**src/rtl/uart_pkg.sv**
```systemverilog
// Shared definitions for the segment UART transmitter: byte-FSM states,
// ASCII constants and the bit-period helper.
package uart_pkg;

  typedef enum logic [1:0] {
    IDLE  = 2'd0,
    START = 2'd1,
    DATA  = 2'd2,
    STOP  = 2'd3
  } tx_state_e;

  typedef struct packed {
    logic pend;
    logic val;
  } seg_slot_t;

  localparam logic [7:0] ASCII_ZERO = 8'h30;
  localparam logic [7:0] ASCII_LF   = 8'h0A;

  function automatic int clks_per_bit(input int clk_freq, input int baud);
    return clk_freq / baud;
  endfunction

endpackage

```
**src/rtl/uart_tx_byte.sv**
```systemverilog
// 8N1 byte serializer. A byte is accepted while idle or in the last cycle of
// a stop bit, so consecutive bytes go out with no idle gap.
module uart_tx_byte
  import uart_pkg::*;
#(
  parameter int CLKS_PER_BIT = 868
) (
  input  logic       clk,
  input  logic       rst_n,
  input  logic       start,
  input  logic [7:0] data,
  output logic       tx,
  output logic       active,
  output logic       done
);

  localparam int CNT_W = (CLKS_PER_BIT > 1) ? $clog2(CLKS_PER_BIT) : 1;
  localparam logic [CNT_W-1:0] CNT_MAX = CNT_W'(CLKS_PER_BIT - 1);

  tx_state_e        state, state_n;
  logic [CNT_W-1:0] baud_cnt, baud_cnt_n;
  logic [2:0]       bit_cnt, bit_cnt_n;
  logic [7:0]       shreg, shreg_n;
  logic             tx_n;
  logic             bit_end;

  assign bit_end = (baud_cnt == CNT_MAX);
  assign active  = (state != IDLE);
  assign done    = (state == STOP) && bit_end;

  always_comb begin
    state_n    = state;
    baud_cnt_n = baud_cnt;
    bit_cnt_n  = bit_cnt;
    shreg_n    = shreg;
    case (state)
      IDLE: begin
        if (start) begin
          state_n    = START;
          shreg_n    = data;
          baud_cnt_n = '0;
        end
      end
      START: begin
        if (bit_end) begin
          state_n    = DATA;
          baud_cnt_n = '0;
          bit_cnt_n  = '0;
        end else begin
          baud_cnt_n = baud_cnt + 1'b1;
        end
      end
      DATA: begin
        if (bit_end) begin
          baud_cnt_n = '0;
          if (bit_cnt == 3'd7) begin
            state_n = STOP;
          end else begin
            bit_cnt_n = bit_cnt + 3'd1;
            shreg_n   = {1'b0, shreg[7:1]};
          end
        end else begin
          baud_cnt_n = baud_cnt + 1'b1;
        end
      end
      STOP: begin
        if (bit_end) begin
          baud_cnt_n = '0;
          if (start) begin
            state_n = START;
            shreg_n = data;
          end else begin
            state_n = IDLE;
          end
        end else begin
          baud_cnt_n = baud_cnt + 1'b1;
        end
      end
      default: state_n = IDLE;
    endcase

    // line level is registered from the next state so tx never glitches
    case (state_n)
      START:   tx_n = 1'b0;
      DATA:    tx_n = shreg_n[0];
      default: tx_n = 1'b1;
    endcase
  end

  always_ff @(posedge clk or negedge rst_n) begin
    if (!rst_n) begin
      state    <= IDLE;
      baud_cnt <= '0;
      bit_cnt  <= '0;
      shreg    <= '0;
      tx       <= 1'b1;
    end else begin
      state    <= state_n;
      baud_cnt <= baud_cnt_n;
      bit_cnt  <= bit_cnt_n;
      shreg    <= shreg_n;
      tx       <= tx_n;
    end
  end

endmodule

```
**src/rtl/uart_segment_tx.sv**
```systemverilog
// Captures segment requests on rising edges into single-depth slots and
// sequences them into ASCII bytes: segment 1 -> digit, segment 2 -> digit + LF.
module uart_segment_tx
  import uart_pkg::*;
#(
  parameter int CLK_FREQ = 100_000_000,
  parameter int BAUD     = 115200
) (
  input  logic clk,
  input  logic rst_n,
  input  logic transmit_1,
  input  logic transmit_2,
  input  logic demod_1,
  input  logic demod_2,
  output logic tx,
  output logic busy
);

  localparam int CLKS_PER_BIT = clks_per_bit(CLK_FREQ, BAUD);

  logic       trig_1_q, trig_2_q;
  logic       rise_1, rise_2;
  seg_slot_t  slot_1, slot_2;
  logic       lf_pend;
  logic       byte_start, byte_active, byte_done, load;
  logic [7:0] byte_data;

  assign rise_1     = transmit_1 & ~trig_1_q;
  assign rise_2     = transmit_2 & ~trig_2_q;
  assign byte_start = lf_pend | slot_1.pend | slot_2.pend;
  assign load       = byte_start & (~byte_active | byte_done);
  assign busy       = byte_active | byte_start;

  // LF outranks segment 1 so the two segment-2 bytes stay back-to-back
  always_comb begin
    if (lf_pend)          byte_data = ASCII_LF;
    else if (slot_1.pend) byte_data = ASCII_ZERO + {7'd0, slot_1.val};
    else                  byte_data = ASCII_ZERO + {7'd0, slot_2.val};
  end

  always_ff @(posedge clk or negedge rst_n) begin
    if (!rst_n) begin
      trig_1_q <= 1'b0;
      trig_2_q <= 1'b0;
      slot_1   <= '0;
      slot_2   <= '0;
      lf_pend  <= 1'b0;
    end else begin
      trig_1_q <= transmit_1;
      trig_2_q <= transmit_2;
      if (load) begin
        if (lf_pend) begin
          lf_pend <= 1'b0;
        end else if (slot_1.pend) begin
          slot_1.pend <= 1'b0;
        end else begin
          slot_2.pend <= 1'b0;
          lf_pend     <= 1'b1;
        end
      end
      // a fresh edge wins over the clear above: newest value is re-armed
      if (rise_1) slot_1 <= '{pend: 1'b1, val: demod_1};
      if (rise_2) slot_2 <= '{pend: 1'b1, val: demod_2};
    end
  end

  uart_tx_byte #(
    .CLKS_PER_BIT(CLKS_PER_BIT)
  ) u_tx_byte (
    .clk   (clk),
    .rst_n (rst_n),
    .start (byte_start),
    .data  (byte_data),
    .tx    (tx),
    .active(byte_active),
    .done  (byte_done)
  );

endmodule

```
**config.mk**
```make
export PLATFORM = sky130hd
export DESIGN_NAME = uart_segment_tx
export DESIGN_NICKNAME = d
export VERILOG_FILES = /design/src/rtl/uart_pkg.sv /design/src/rtl/uart_tx_byte.sv /design/src/rtl/uart_segment_tx.sv
export SDC_FILE = /design/constraint.sdc
export NUM_CORES = 1
export LEC_CHECK = 0
export ABC_AREA = 1
export CELL_PAD_IN_SITES_DETAIL_PLACEMENT = 0
export CELL_PAD_IN_SITES_GLOBAL_PLACEMENT = 1
export CORE_UTILIZATION = 40
export CTS_CLUSTER_DIAMETER = 30
export DETAILED_ROUTE_END_ITERATION = 10
export PLACE_DENSITY = 0.76
export SLEW_MARGIN = 40
export SYNTH_ARGS = -nofsm -noshare
export SYNTH_HDL_FRONTEND = slang
export SYNTH_SLANG_ARGS = --single-unit
```
**constraint.sdc**
```tcl
create_clock -name clk -period 1.34 [get_ports clk]
set_input_delay 0.268 -clock clk [delete_from_list [all_inputs] [get_ports clk]]
set_output_delay 0.268 -clock clk [all_outputs]
set_load 0.02 [all_outputs]
```
**Yosys cells after proc, flatten, opt, wreduce, memory -nomap -nowiden**

Index checks and enable logic that the tools add are counted.

- Flip-flop bits (word level): 31
- Logic and storage cells: 85
- Latch bits: 0
- Output and inout port bits: 2
- Bits in writable memories: 0
- Memory bits (read-only): 0
- Memories kept: 0

- $lt $le $gt $ge: 0
- Shift-type cells: 0
- Multiply operators: 0
- Add/sub/neg operators: 4
- Div/mod/pow operators: 0
- Eq/ne operators: 15
- Muxes and demuxes: 31
- Bitwise logic cells: 10
- Reduce and logical (&&, ||, !) cells: 12

Operators with widths:

| kind | count |
|---|---|
| 2-to-1 mux 8 bit | 5 |
| case mux 8 bit (3 select lines) | 1 |
| 2-to-1 mux 10 bit | 2 |
| case mux 10 bit (2 select lines) | 1 |
| adder 6 x 1 -> 7 bit, first input constant | 2 |
| 2-to-1 mux 2 bit | 7 |
| adder 10 x 1 -> 10 bit, second input constant | 1 |
| == test 10 bit, second input constant | 1 |
| inequality test 2 bit, second input constant | 5 |
| 2-to-1 mux 3 bit | 3 |
| 2-to-1 mux 1 bit | 8 |
| case mux 2 bit (4 select lines) | 1 |
| AND reduction 4 bit | 2 |
| nonzero test 2 bit | 4 |
| 2-to-1 mux 7 bit | 1 |
| == test 2 bit, second input constant | 3 |
| inequality test 2 x 1 -> 1 bit, second input constant | 3 |
| case mux 3 bit (2 select lines) | 1 |
| == test 2 x 1 -> 1 bit, second input constant | 2 |
| OR 1 bit | 4 |
| adder 3 x 1 -> 3 bit, second input constant | 1 |
| bitwise AND 1 bit | 3 |
| == test 3 bit, second input constant | 1 |
| NOT 1 bit | 3 |
| other kinds (7) | 7 |

**Longest topological paths before layout**

- Word-level depth: 7
- Depth in mapped cells: 11

**Hierarchy**

A second synthesis with hierarchy kept.

- Cells, all modules: 223
- Area, all modules: 1,705.4 µm²

Modules (own cells, without submodules):

| module | instances | sequential area each (µm²) | cells an instance | area each (µm²) |
|---|---|---|---|---|
| uart_tx_byte | 1 | 601.8 | 189 | 1,412.6 |
| uart_segment_tx | 1 | 175.2 | 34 | 292.8 |

**Worst setup path after synthesis**

OpenSTA, ideal clock, no wires.

- Kind: register to register
- From: register u_tx_byte.baud_cnt[0]
- To: register slot_2[1] (netlist name)
- Data required time: 1.221 ns
- Data arrival time: 1.370 ns
- Cell stages (with the launch flop): 11
- Slack: -0.149 ns
- Cells stage by stage: dfrtp_1 ha_1 nand2_1 nor2_4 nand3_4 nand2_4 nand2_4 nor2_4 inv_2 o21ai_2 nand2_1

- Word-level cells in the longest chain between the ends: 6

Ends and longest elaborated chain:

| what | RTL line | text |
|---|---|---|
| start: declaration | uart_tx_byte.sv:21 | `logic [CNT_W-1:0] baud_cnt, baud_cnt_n;` |
| start signal: assignment | uart_tx_byte.sv:99 | `baud_cnt <= baud_cnt_n;` |
| == test 10 bit | uart_tx_byte.sv:27 | `assign bit_end = (baud_cnt == CNT_MAX);` |
| logical AND 1 bit | uart_tx_byte.sv:29 | `assign done = (state == STOP) && bit_end;` |
| OR 1 bit | uart_segment_tx.sv:31 | `assign load = byte_start & (~byte_active \| byte_done);` |
| bitwise AND 1 bit | uart_segment_tx.sv:31 |  |
| nonzero test 2 bit (no line) | -- |  |
| AND reduction 3 bit (no line) | -- |  |
| end signal: assignment | uart_segment_tx.sv:63 | `if (rise_2) slot_2 <= '{pend: 1'b1, val: demod_2};` |
| end: declaration | uart_segment_tx.sv:23 | `seg_slot_t slot_1, slot_2;` |

Every way passes these cells.
A chain may end at the register's enable or synchronous reset.

**Worst setup path in the final report**

- From: register u_tx_byte.baud_cnt[1]
- To: register slot_2[1] (netlist name)

Same word-level chain as after synthesis.

==> flow_results.org <==
** Run status
- Result of the run :: finished, violations left
- The checks that failed: negative setup slack.

** Global route
- The first global-routing pass estimated 6530 µm of wire.
- Across every metal layer, demand over resource in global routing totals about 20%.
- The via count of the first global-routing pass is between 1000 and 1500.
- Antenna violations before repair :: 0
- Global routing finished with a remaining overflow of 0.
- Largest net degree at the start of global routing :: 32

** Final layout
- The repair_antennas step left the layout with diodes totalling 0.
- Post-route design area :: roughly 2300 µm²
- Layout cell share with drive strength beyond 1 :: between 30% and 40%
- Number of nets in the layout :: between 200 and 300
- Compared with the post-synthesis result, the final layout area differs by 41.9%.
- At the end of the flow the core is filled with cells to between 60% and 70%.
- Fill cell count :: 330

** STA
- The count of endpoints failing hold in the final timing report is 0.
- Across all setup checks in the final design, the least slack found is -0.222 ns.
- Final Cycle Share :: 117%
- Setup repair after global routing could not meet its margin everywhere.
- For the pin with the worst max-slew slack, the measured transition is around 0.27 ns.
- Setup violations remaining at the end of the flow were counted as 26.
- Derived from the worst setup path, the maximum achievable clock frequency is 0.640 GHz.
- For the finished layout, the period the worst path requires is about 1.6 ns.
- Final clock skew :: between 0.004 and 0.005 ns
- The final number of max-transition violations was 0.
- Worst rel slew slack :: between 80% and 90%

** CTS
- Number of levels the H-tree was split into :: 2
- The number of clock buffers added by TritonCTS is 5.
- Clock-pin slew was measured on the worst setup and hold paths at ~0.070 ns.
- Number of hold buffers added after cts :: 0
- Root buf cell :: clkbuf_8
- TritonCTS built the clock tree.
- The clock passes through at most 2 buffers.
- Clk sinks :: 31
- Clk Latency, worst-skew pair :: approximately 0.28 ns

** Power
- VDD sags by at most slightly above 0.0007 V.
- Leakage power :: 1.10 nW
- Cell Int Power :: around 0.0016 W
- Power spread over the standard cell area amounts to between 800 and 900 nW/µm².
- The share of total power dissipated in combinational logic is 3.1%.
- Switching power :: slightly below 0.0004 W
- Power share of the sequential group :: 48.4%
- In this run, the clock network consumes roughly half of the power.
- Switching part of the total power :: about a fifth

** Logic synthesis
- Post-synth design cell area :: ~1600 µm²
- Syn nets :: 202
- The Yosys step of the flow raised 0 warnings.
- After synthesis, the largest area contributor takes up 45.8% of total cell area.
- For this run, the leading register cell type out of synthesis is dfrtp_1.
- The commonest cells after synthesis are nand2_1, dfrtp_1, inv_1, nor2_1, o21ai_0.
- Sequential cells were found to cover roughly 47% of the synthesized design area.
- The biggest area contributor in the post-synthesis netlist is dfrtp_1.
- Number of enable flip-flop cells after synthesis :: 0
- In this run, distinct cell masters in the synthesized netlist total 34.
- Async set or reset register ratio after synthesis :: 100%
- Largest cells by area after synthesis :: dfrtp_1, nand2_1, inv_1
- Most frequently used cell type in the post-synthesis netlist :: nand2_1
- Synthesis inferred 31 register bits.
- Average size of a mapped cell :: around 8.5 µm²
- Syn Inst Count :: roughly 190

** Drt
- Final ANT Viol Nets :: 0
- Total number of vias :: between 1000 and 1500
- For this block, the initial DRC count from the detailed router was 60.
- In the final routed layout, each cell accounts on average for around 12 µm.
- Remaining routing DRC violations :: 0
- First drt pass iteration count :: 4
- Routed WL :: 3690 µm
- Using the TritonRoute via totals, the vias-per-cell ratio works out to between 4 and 5.

** Die
- Horizontal die dimension :: 66.0 µm
- The die is around 66 µm tall.
- I/O pin count :: 8
- Num rows :: 22
- The die covers around 4400 µm².
- The core region is ~3800 µm².
- The initial utilization of the core area, before any placement, comes to a little over two fifths.

** Flow run
- Maxcap violations :: 0

** Place
- In this run the tool buffered the top-level ports with 7 buffer cells.
- Dpl hpwl :: roughly 2700 µm
- Final RePlAce weighted congestion :: a little over 0.8
- Placed instance area :: 2100 µm²

** Critical path
- Reg-to-reg critical path startpoint :: u_tx_byte.baud_cnt[1]
- Capturing element type of the critical path :: register
- The number of cells on the worst reg-to-reg path is 10.
- Critical Setup Path Class :: register to register
- Reg-to-reg critical path endpoint :: slot_2[1]
- Of all nets on the critical path, the largest fanout is 5.
- For flop-to-flop paths, the worst setup slack is -0.22 ns.
- Type of origin of the critical path :: register
- Data on the critical path is required at its endpoint by 1.52 ns.
- At the worst endpoint, the arrival time is approximately 1.7 ns.

** Min path
- Class of the worst hold path :: input pin to asynchronous set/reset pin
==> layout by cell type (no fill, tap or decap), types with 4 or more instances in the layout <==
cell             synthesis  layout
o21ai_0                 10       7
nand3_1                  9       7
nand2_1                 54      50
nor2_4                   3       5
o21ai_1                  5       8
buf_6                    0       4
nor2_1                  11       7
nor2_2                   6       8
nand2_2                  4       6
inv_1                   20      19
buf_4                    0      37
clkdlybuf4s50_1          0       5
inv_2                    4       4
clkbuf_8                 0       6
dfrtp_1                 30      30
o22ai_1                  4       4
o211ai_1                 4       4
==> layout make-up <==
type	count	area [µm²]	share of cell area (%)
Clock inverter	2	35.0	1.51
Timing Repair Buffer	48	398	17.1
Sequential cell	31	777	33.4
Inverter	25	96.3	4.15
Clock buffer	6	82.6	3.55
Tap cell	48	60.1	2.58
Multi-Input combinational cell	137	875	37.6
==> worst max path at each step <==
stage,start,endpoint,slack [ns],cells past startpoint
2_1_floorplan,u_tx_byte.baud_cnt[0],slot_2[1],-0.11,10
3_3_place_gp,u_tx_byte.state[1],busy,-0.21,5
3_5_place_dp,u_tx_byte.state[1],busy,-0.23,5
4_1_cts,u_tx_byte.bit_cnt[0],u_tx_byte.tx,-0.18,10
5_1_grt,u_tx_byte.baud_cnt[1],slot_2[1],-0.30,10
6_report,u_tx_byte.baud_cnt[1],slot_2[1],-0.22,10
==> kinds of logic after synthesis <==
| family | Yosys count | synth area share (%) |
|---|---|---|
| compound gates | 32 | 12.2 |
| xor+xnor | 2 | 1.07 |
| fa+ha+maj | 3 | 2.29 |
| buf+inv | 25 | 5.73 |
| flops | 31 | 47.4 |
| mux | 2 | 1.37 |
| simple gates | 98 | 29.9 |
==> critical path, stage by stage (launching register included) <==
cell	delay, ns
dfrtp_1	0.41
ha_4	0.19
nand2_4	0.06
nor2_4	0.13
nand3_4	0.14
nand2_4	0.14
nand2_8	0.08
nor2_4	0.10
inv_2	0.05
o21ai_2	0.09
nand2_1	0.06
==> flip-flops by register name, indices dropped and copies added, names as in the netlist <==
name                flops
lf_pend                 1
slot_1                  2
slot_2                  2
trig_1_q                1
trig_2_q                1
u_tx_byte.baud_cnt     10
u_tx_byte.bit_cnt       3
u_tx_byte.shreg         8
u_tx_byte.state         2
u_tx_byte.tx            1
==> stage by stage <==
stage / worst slack (ns) / cells / total power [W] / TNS [ns] / hold WS, ns
5_1_grt: -0.295 / 297 / 0.00205 / -5.71 / 0.367
6_report: -0.222 / 297 / 0.00197 / -3.69 / 0.346
3_5_place_dp: -0.228 / 285 / 0.00103 / -2.83 / 0.475
4_1_cts: -0.179 / 295 / 0.00200 / -2.71 / 0.346
2_1_floorplan: -0.111 / 193 / 0.000988 / -0.797 / -0.0276
3_3_place_gp: -0.210 / 285 / 0.00103 / -2.08 / 0.462
==> layer usage <==
layer / global-route usage (%) / up-vias / wire [µm]
met3: 5.52 / 8 / 117
met1: 25.5 / 694 / 1770
met4: 5.85 / 0 / 72
met5: 0 / - / 0
met2: 32.7 / 19 / 1730
li1: - / 746 / -
==> power groups by stage <==
stage	registers, W	logic (W)	clock network (W)
3_3_place_gp	0.000970	0.0000624	0
3_5_place_dp	0.000970	0.0000638	0
4_1_cts	0.000953	0.0000640	0.000979
2_1_floorplan	0.000969	0.0000189	0
5_1_grt	0.000953	0.0000703	0.00103
6_report	0.000953	0.0000614	0.000953
==> what timing repair did <==
item	in CTS	in global routing
buffers inserted	2	2
gates resized for setup	20	11
setup endpoints to repair	26	28
hold endpoints to repair	0	0
pin swaps	10	8
Note: power is estimated with default switching activity, not from simulation.
